File: config.mk
export PLATFORM = sky130hd
export DESIGN_NAME = change_dispenser
export DESIGN_NICKNAME = d
export VERILOG_FILES = /design/src/rtl/change_dispenser.sv
export SDC_FILE = /design/constraint.sdc
export NUM_CORES = 1
export LEC_CHECK = 0
export ABC_AREA = 1
export BUFFER_PORTS_ARGS = -buffer_cell sky130_fd_sc_hd__buf_2
export CORE_MARGIN = 1
export CORE_UTILIZATION = 50
export DETAILED_ROUTE_END_ITERATION = 16
export PLACE_DENSITY = 0.74
export SYNTH_ARGS = -nofsm -noshare
export SYNTH_HDL_FRONTEND = slang
export SYNTH_SLANG_ARGS = --single-unit
File: constraint.sdc
create_clock -name clk -period 2.5 [get_ports clk]
set_input_delay 0.375 -clock clk [delete_from_list [all_inputs] [get_ports clk]]
set_output_delay 0.375 -clock clk [all_outputs]
set_load 0.005 [all_outputs]
File: src/rtl/change_dispenser.sv
// ---------------------------------------------------------------------------
// change_dispenser
//
// Pays out change in nickles, dimes and quarters, largest coin first. Each
// coin is a single-cycle pulse followed by GAP_CYCLES quiet cycles, so the
// vending machine downstream sees well separated pulses.
//
// Optional feature macro: COIN_INVENTORY_EN
//   defined   : stock of each coin is tracked, decremented on every pulse,
//               reloaded by refill (only while idle) and reported on inv_*.
//               When a coin runs out, the shortfall is reported in short_amt.
//   undefined : stock is treated as unlimited, inv_* read 4'hF, and refill
//               has no effect.
//
// Parameters
//   GAP_CYCLES   : quiet cycles after each coin pulse (1-7)
//   INIT_NICKLE  : nickle stock loaded at reset / refill (0-15)
//   INIT_DIME    : dime stock loaded at reset / refill (0-15)
//   INIT_QUARTER : quarter stock loaded at reset / refill (0-15)
//
// Ports
//   clk                  : clock, rising edge
//   rst_n                : synchronous active-low reset
//   req_valid/req_amount : change request (cents), taken when req_ready
//   req_ready            : high only when idle
//   refill               : one-cycle pulse, reloads stock while idle
//   nickle/dime/quarter  : coin pulses, at most one high per cycle
//   busy                 : high whenever not idle
//   done                 : one-cycle completion pulse
//   err                  : request was malformed (valid with done, held)
//   short_amt            : cents not paid out (valid with done, held)
//   inv_nickle/dime/quarter : current stock
// ---------------------------------------------------------------------------
module change_dispenser #(
    parameter int GAP_CYCLES   = 2,
    parameter int INIT_NICKLE  = 8,
    parameter int INIT_DIME    = 8,
    parameter int INIT_QUARTER = 8
) (
    input  logic       clk,
    input  logic       rst_n,
    input  logic       req_valid,
    input  logic [6:0] req_amount,
    output logic       req_ready,
    input  logic       refill,
    output logic       nickle,
    output logic       dime,
    output logic       quarter,
    output logic       busy,
    output logic       done,
    output logic       err,
    output logic [6:0] short_amt,
    output logic [3:0] inv_nickle,
    output logic [3:0] inv_dime,
    output logic [3:0] inv_quarter
);

    typedef enum logic [2:0] {
        S_IDLE,
        S_SELECT,
        S_PULSE,
        S_GAP,
        S_DONE
    } state_t;

    // Encoding doubles as (stock index + 1) for the inventory generate loop.
    typedef enum logic [1:0] {
        COIN_NONE = 2'd0,
        COIN_N    = 2'd1,
        COIN_D    = 2'd2,
        COIN_Q    = 2'd3
    } coin_t;

    state_t     state_reg, state_next;
    coin_t      coin_reg, coin_next;
    logic [6:0] remaining_reg;
    logic [2:0] gap_cnt_reg;
    logic       malformed_reg;
    logic       err_reg;
    logic [6:0] short_reg;

    // Live stock per coin, index 0 = nickle, 1 = dime, 2 = quarter.
    logic [3:0] stock [3];
    logic       have_coin [3];

    logic accept;
    logic req_malformed;

    assign accept        = req_valid && (state_reg == S_IDLE);
    assign req_malformed = ((req_amount % 7'd5) != 7'd0) || (req_amount > 7'd100);

    function automatic logic [6:0] coin_value(input coin_t c);
        case (c)
            COIN_N:  coin_value = 7'd5;
            COIN_D:  coin_value = 7'd10;
            COIN_Q:  coin_value = 7'd25;
            default: coin_value = 7'd0;
        endcase
    endfunction

`ifdef COIN_INVENTORY_EN
    logic reload;
    assign reload = refill && (state_reg == S_IDLE);

    // Refill is only honoured while idle, so it can never collide with a
    // decrement (decrements happen only in PULSE). A refill in the same
    // cycle as an acceptance lands before the request reaches SELECT.
    generate
        for (genvar gi = 0; gi < 3; gi++) begin : g_stock
            localparam logic [3:0] INIT_V = (gi == 0) ? 4'(INIT_NICKLE) :
                                            (gi == 1) ? 4'(INIT_DIME)   :
                                                        4'(INIT_QUARTER);
            logic [3:0] stock_reg;

            always_ff @(posedge clk) begin
                if (!rst_n) begin
                    stock_reg <= INIT_V;
                end else if (reload) begin
                    stock_reg <= INIT_V;
                end else if ((state_reg == S_PULSE) && (coin_reg == coin_t'(gi + 1))
                             && (stock_reg != 4'd0)) begin
                    stock_reg <= stock_reg - 4'd1;
                end
            end

            assign stock[gi]     = stock_reg;
            assign have_coin[gi] = (stock_reg != 4'd0);
        end
    endgenerate
`else
    logic unused_refill;
    assign unused_refill = refill;

    generate
        for (genvar gi = 0; gi < 3; gi++) begin : g_stock
            assign stock[gi]     = 4'hF;
            assign have_coin[gi] = 1'b1;
        end
    endgenerate
`endif

    assign inv_nickle  = stock[0];
    assign inv_dime    = stock[1];
    assign inv_quarter = stock[2];

    // ---------------------------------------------------------------- FSM
    always_ff @(posedge clk) begin
        if (!rst_n) begin
            state_reg <= S_IDLE;
            coin_reg  <= COIN_NONE;
        end else begin
            state_reg <= state_next;
            coin_reg  <= coin_next;
        end
    end

    always_comb begin
        state_next = state_reg;
        coin_next  = coin_reg;
        case (state_reg)
            S_IDLE: begin
                coin_next = COIN_NONE;
                if (accept) begin
                    state_next = S_SELECT;
                end
            end
            S_SELECT: begin
                coin_next = COIN_NONE;
                if (malformed_reg || (remaining_reg == 7'd0)) begin
                    state_next = S_DONE;
                end else if ((remaining_reg >= 7'd25) && have_coin[2]) begin
                    coin_next  = COIN_Q;
                    state_next = S_PULSE;
                end else if ((remaining_reg >= 7'd10) && have_coin[1]) begin
                    coin_next  = COIN_D;
                    state_next = S_PULSE;
                end else if ((remaining_reg >= 7'd5) && have_coin[0]) begin
                    coin_next  = COIN_N;
                    state_next = S_PULSE;
                end else begin
                    // Something is still owed but nothing fits: report short.
                    state_next = S_DONE;
                end
            end
            S_PULSE: begin
                state_next = S_GAP;
            end
            S_GAP: begin
                if (gap_cnt_reg == 3'(GAP_CYCLES - 1)) begin
                    state_next = S_SELECT;
                end
            end
            S_DONE: begin
                state_next = S_IDLE;
            end
            default: begin
                state_next = S_IDLE;
                coin_next  = COIN_NONE;
            end
        endcase
    end

    // ------------------------------------------------------------ datapath
    always_ff @(posedge clk) begin
        if (!rst_n) begin
            remaining_reg <= 7'd0;
            gap_cnt_reg   <= 3'd0;
            malformed_reg <= 1'b0;
            err_reg       <= 1'b0;
            short_reg     <= 7'd0;
        end else begin
            case (state_reg)
                S_IDLE: begin
                    if (accept) begin
                        remaining_reg <= req_amount;
                        malformed_reg <= req_malformed;
                        err_reg       <= 1'b0;
                        short_reg     <= 7'd0;
                    end
                end
                S_SELECT: begin
                    // Result is captured on the way into DONE so it is valid
                    // during the done pulse and held until the next request.
                    if (state_next == S_DONE) begin
                        short_reg <= remaining_reg;
                        err_reg   <= malformed_reg;
                    end
                end
                S_PULSE: begin
                    remaining_reg <= remaining_reg - coin_value(coin_reg);
                    gap_cnt_reg   <= 3'd0;
                end
                S_GAP: begin
                    gap_cnt_reg <= gap_cnt_reg + 3'd1;
                end
                default: begin
                end
            endcase
        end
    end

    // ------------------------------------------------------------- outputs
    assign req_ready = (state_reg == S_IDLE);
    assign busy      = (state_reg != S_IDLE);
    assign done      = (state_reg == S_DONE);
    assign nickle    = (state_reg == S_PULSE) && (coin_reg == COIN_N);
    assign dime      = (state_reg == S_PULSE) && (coin_reg == COIN_D);
    assign quarter   = (state_reg == S_PULSE) && (coin_reg == COIN_Q);
    assign err       = err_reg;
    assign short_amt = short_reg;

endmodule

; ---- Word level (Yosys, flattened, before mapping)
; Index checks and enable logic that the tools add are counted.
[classes]
n_addsub = 2
div = 1
order_cmp = 4
n_eq_ne = 11
n_mux = 24
n_reduce_logical = 17
[op_table]
columns = operator, n
row1 = 7-bit 2-to-1 mux, 5
row2 = 7-bit case mux with 2 select lines, 2
row3 = 3-bit 2-to-1 mux, 6
row4 = 5-bit case mux with 3 select lines, 1
row5 = 3-bit case mux with 4 select lines, 1
row6 = "7-bit by 3-bit >= comparator with 1-bit output, second input constant", 1
row7 = "7-bit by 4-bit >= comparator with 1-bit output, second input constant", 1
row8 = "7-bit by 5-bit >= comparator with 1-bit output, second input constant", 1
row9 = "7-bit > comparator, second input constant", 1
row10 = 7-bit zero test, 1
row11 = "7-bit by 3-bit remainder unit with 7-bit output, second input constant", 1
row12 = 7-bit nonzero test, 1
row13 = 7-bit subtractor, 1
row14 = "3-bit by 1-bit equality test with 1-bit output, second input constant", 2
row15 = "3-bit by 2-bit equality test with 1-bit output, second input constant", 2
row16 = "3-bit equality test, second input constant", 2
row17 = 2-bit 2-to-1 mux, 3
row18 = 3-bit case mux with 2 select lines, 1
row19 = 2-bit nonzero test, 3
row20 = "2-bit equality test, second input constant", 2
row21 = 1-bit logical AND, 4
row22 = 2-bit case mux with 2 select lines, 1
row23 = 2-bit AND reduction, 2
row24 = "3-bit by 1-bit adder with 3-bit output, second input constant", 1
row25 = other kinds (10), 13
[totals]
ff_bits = 24
out_inout_bits = 26
wordCells = 66

; ---- Longest topological paths before layout
[logic_depth]
ltp_word = 9
mapped_depth = 12
mapped_depth_nobuf = 12

; ---- Worst setup path before layout
; No wires, ideal clock.
[synth_path]
path_type = flip-flop to flip-flop
startpoint = register coin_reg[0]
endpoint = register remaining_reg[6]
arrival_ns = 1.434
path_slack_ns = 0.995
path_stages_with_launch = 11
n_path_buf = 1
synth_period_minus_slack_ns = 1.505
path_cell_list = dfxtp_1 > clkbuf_1 > ha_1 > fa_1 > inv_1 > nand3_1 > nand3_1 > nand2_1 > nand3_1 > nand2_1 > a21oi_1
[synth_via]
elab_chain_cells = 6
word_cells_on_any_way = 8
cone_classes = add/sub (1) / eq/ne (3) / mux (4)
[synth_rtl]
columns = item, line
row1 = from (decl), 75  ; coin_t coin_reg, coin_next;
row2 = from (signal assigned), 153  ; coin_reg <= coin_next;
row3 = 2-bit equality test or 2-bit by 1-bit equality test with 1-bit output (tied branches), 93  ; case (c)
row4 = 5-bit case mux with 3 select lines *, 93
row5 = 7-bit 2-to-1 mux *, 212  ; case (state_reg)
row6 = 7-bit 2-to-1 mux *, 205  ; if (!rst_n) begin
row7 = 7-bit subtractor *, 230  ; remaining_reg <= remaining_reg - coin_value(coin_reg);
row8 = 7-bit case mux with 2 select lines *, 212
row9 = to (signal assigned), 215  ; remaining_reg <= req_amount;
row10 = to (signal assigned), 230
row11 = to (decl), 76  ; logic [6:0] remaining_reg;
; Every way passes the cells marked *; elsewhere a longest branch is shown, timed or not. The select of a mux whose other input is x is not followed.
; A chain may end at the register's enable or synchronous reset.

; ---- Worst setup path in the final report
[layout_path]
startpoint = register state_reg[2]
endpoint = output port dime
[layout_via]
elab_chain_cells = 2
[layout_rtl]
columns = item, line
row1 = from (decl), 74  ; state_t state_reg, state_next;
row2 = from (signal assigned), 152  ; state_reg <= state_next;
row3 = 3-bit by 2-bit equality test with 1-bit output, 247  ; assign dime = (state_reg == S_PULSE) && (coin_reg == COIN_D);
row4 = 1-bit logical AND, 247
row5 = to (decl), 47  ; output logic dime,
; Every way passes these cells.

==> results.toml <==
[status]
status = "finished, final reports clean"

[grt]
grt_max_degree = 15
antenna_found_initial = 0
grt_pass1_wl_um = 5910
grt.total_usage_pct = 21.0
grt_overflow = 0
first_global_vias = 1332

[logic_synthesis]
synth.largest_area_cell = "dfxtp_1"
synth_area_leaders = "dfxtp_1, nand2_1, nor2_1"
yosysUniqueCellTypes = 28
netlist_area_mm2 = 0.00175
ys_seq_elements = 24
ys_warn_count = 0
syn_avg_cell_area_um2 = 6.16
yosysTopAreaCellShare_pct = 27.4
synthCells = 285
yosysSeqAreaShare_pct = 27.4

[setup_path]
crit_fanout = 13
crit_family = "simple AND/OR/NAND/NOR gates"
slowest_delay_ns = 0.37
crit_type = "reg -> out"
arrival_ns = 1.50
critPathCaptureType = "output port"
crit_buf_inv = 3
r2r_slack_ns = 0.79
cp_cell_sequence = "inv_1 > nand2_2 > nor2_4 > inv_2 > nor2_1 > buf_2"
crit_slowest_cell = "dfxtp_1"
crit_required_ns = 2.12
cp-start-kind = "register"

[clock_network]
cts_sinks = 24
ctsHoldBuffers = 0
htreeDepth = 1
cts_max_path_buffers = 2
cts_root_buf = "clkbuf_4"
cts-resized-gates = 0
numCtsBuffers = 3
clk_latency_ns = 0.32
cts.clk_slew.worst_paths_ns = 0.13
cts_tree = "yes"
post_cts_buffers = 0

[layout]
final_common_cell = "nand2_1"
final_cell_mix = "nand2_1, nor2_1, inv_1"
fin_area_mm2 = 0.00188
n_antenna_cell = 0
finalNetCount = 326
area_growth_pct = 7.20
finish.utilization_pct = 56.4
drive_above_1_share_pct = 15.0

[routing]
via_per_inst = 4.63
drc = 0
vias = 1631
first_pass_iters = 4
wl_um = 3370
first_iter_violations = 100
wire_per_inst_um = 9.59
ant_nets = 0

[sta]
hold_viol = 0
setup_violations = 0
maxSlewViolCount = 0
rsz0062_at_grt = "no"
fmax_mhz = 534
period_needed_ns = 1.87
fin_crit_sh_pct = 74.9
tns_ns = 0
clock_skew_ns = 0.00697
fin_hold_ws_ns = 0.353

[die]
die_area_mm2 = 0.00375
ioPinCount = 37
initial_core_util_pct = 52.6
dieWidth_um = 61.2
coreArea_mm2 = 0.00334
rows = 21
die_y_um = 61.2

[pwr]
pwr_density_cell_mw_per_mm2 = 632
p_leak_nw = 0.980
peakVddDrop_v = 0.000305

[worst_hold_path]
worstHoldPathType = "in -> reg"

[placed_design]
dp_hpwl_um = 2700
placed_cell_area_mm2 = 0.00184
place.gp.congestion = 0.822
portBuffers = 23

[run]
drv_cap = 0
## worst reg2reg max path, stage by stage, from the launching register on
cell and delay, ns:
dfxtp_1 0.40, inv_1 0.07, ha_1 0.24, fa_1 0.37, inv_1 0.13, nand3_1 0.11, nand3_1 0.08, nand2_1 0.05
nand3_1 0.06, nand2_1 0.05, a21oi_1 0.11
## cell usage after synthesis
library cell,number
nand2_1,82
nor2_1,41
inv_1,38
dfxtp_1,24
nand3_1,21
a21oi_1,14
buf_4,12
ha_1,7
o21ai_0,6
inv_2,5
nand2_2,4
a211oi_1,3
a31oi_1,3
clkbuf_1,3
nand4_1,3
nor2_2,3
buf_6,2
nand3b_1,2
nor2_4,2
o21ai_2,2
a21o_1,1
conb_1,1
fa_1,1
nand2_4,1
nor3_1,1
nor3_4,1
o21ai_1,1
or2_2,1
## metal layers
| layer | vias to the layer above | wire length (µm) | share of wire, % | track usage, % |
|---|---|---|---|---|
| li1 | 905 | - | - | - |
| met1 | 685 | 1670 | 50 | 29.4 |
| met2 | 38 | 1570 | 46 | 34.2 |
| met3 | 3 | 116 | 3.4 | 4.41 |
| met4 | 0 | 15 | 0.44 | 2.92 |
| met5 | - | 0 | 0 | 0 |
## cells by family after synthesis
logic type | share of synthesized area (%)
flops | 27.4
fa+ha+maj | 6.13
compound gates | 9.77
simple gates | 40.2
other cells | 0.214
buf+inv | 16.3
## cell type report
type	count	area, µm²
Clock buffer	4	36.3
Fill cell	370	1460
Inverter	43	161
Multi-Input combinational cell	212	1030
Sequential cell	24	480
Tap cell	46	57.6
Timing Repair Buffer	23	115
## where the power goes
group / internal [mW] / total [mW] / switching, mW / leakage [nW]
clock network: 0.0892 / 0.208 / 0.118 / 0.0210
logic: 0.184 / 0.496 / 0.312 / 0.763
registers: 0.435 / 0.484 / 0.0486 / 0.197
total: 0.708 / 1.19 / 0.480 / 0.980
## final timing paths
path	start	endpoint	depth (start not counted)
max	state_reg[2]	dime	6
min	req_amount[0]	remaining_reg[0]	3
max reg2reg	remaining_reg[0]	remaining_reg[6]	10
min reg2reg	gap_cnt_reg[2]	gap_cnt_reg[2]	1
## through the flow
step                std cells  setup WS, ns  total power [mW]
floorplan                 296         0.995             0.893
global placement          348         0.838             0.982
detailed placement        348         0.810             0.989
CTS                       352         0.610              1.19
global route              352         0.494              1.33
finish                    352         0.629              1.19
No activity file was read; power rests on OpenSTA's default activity.
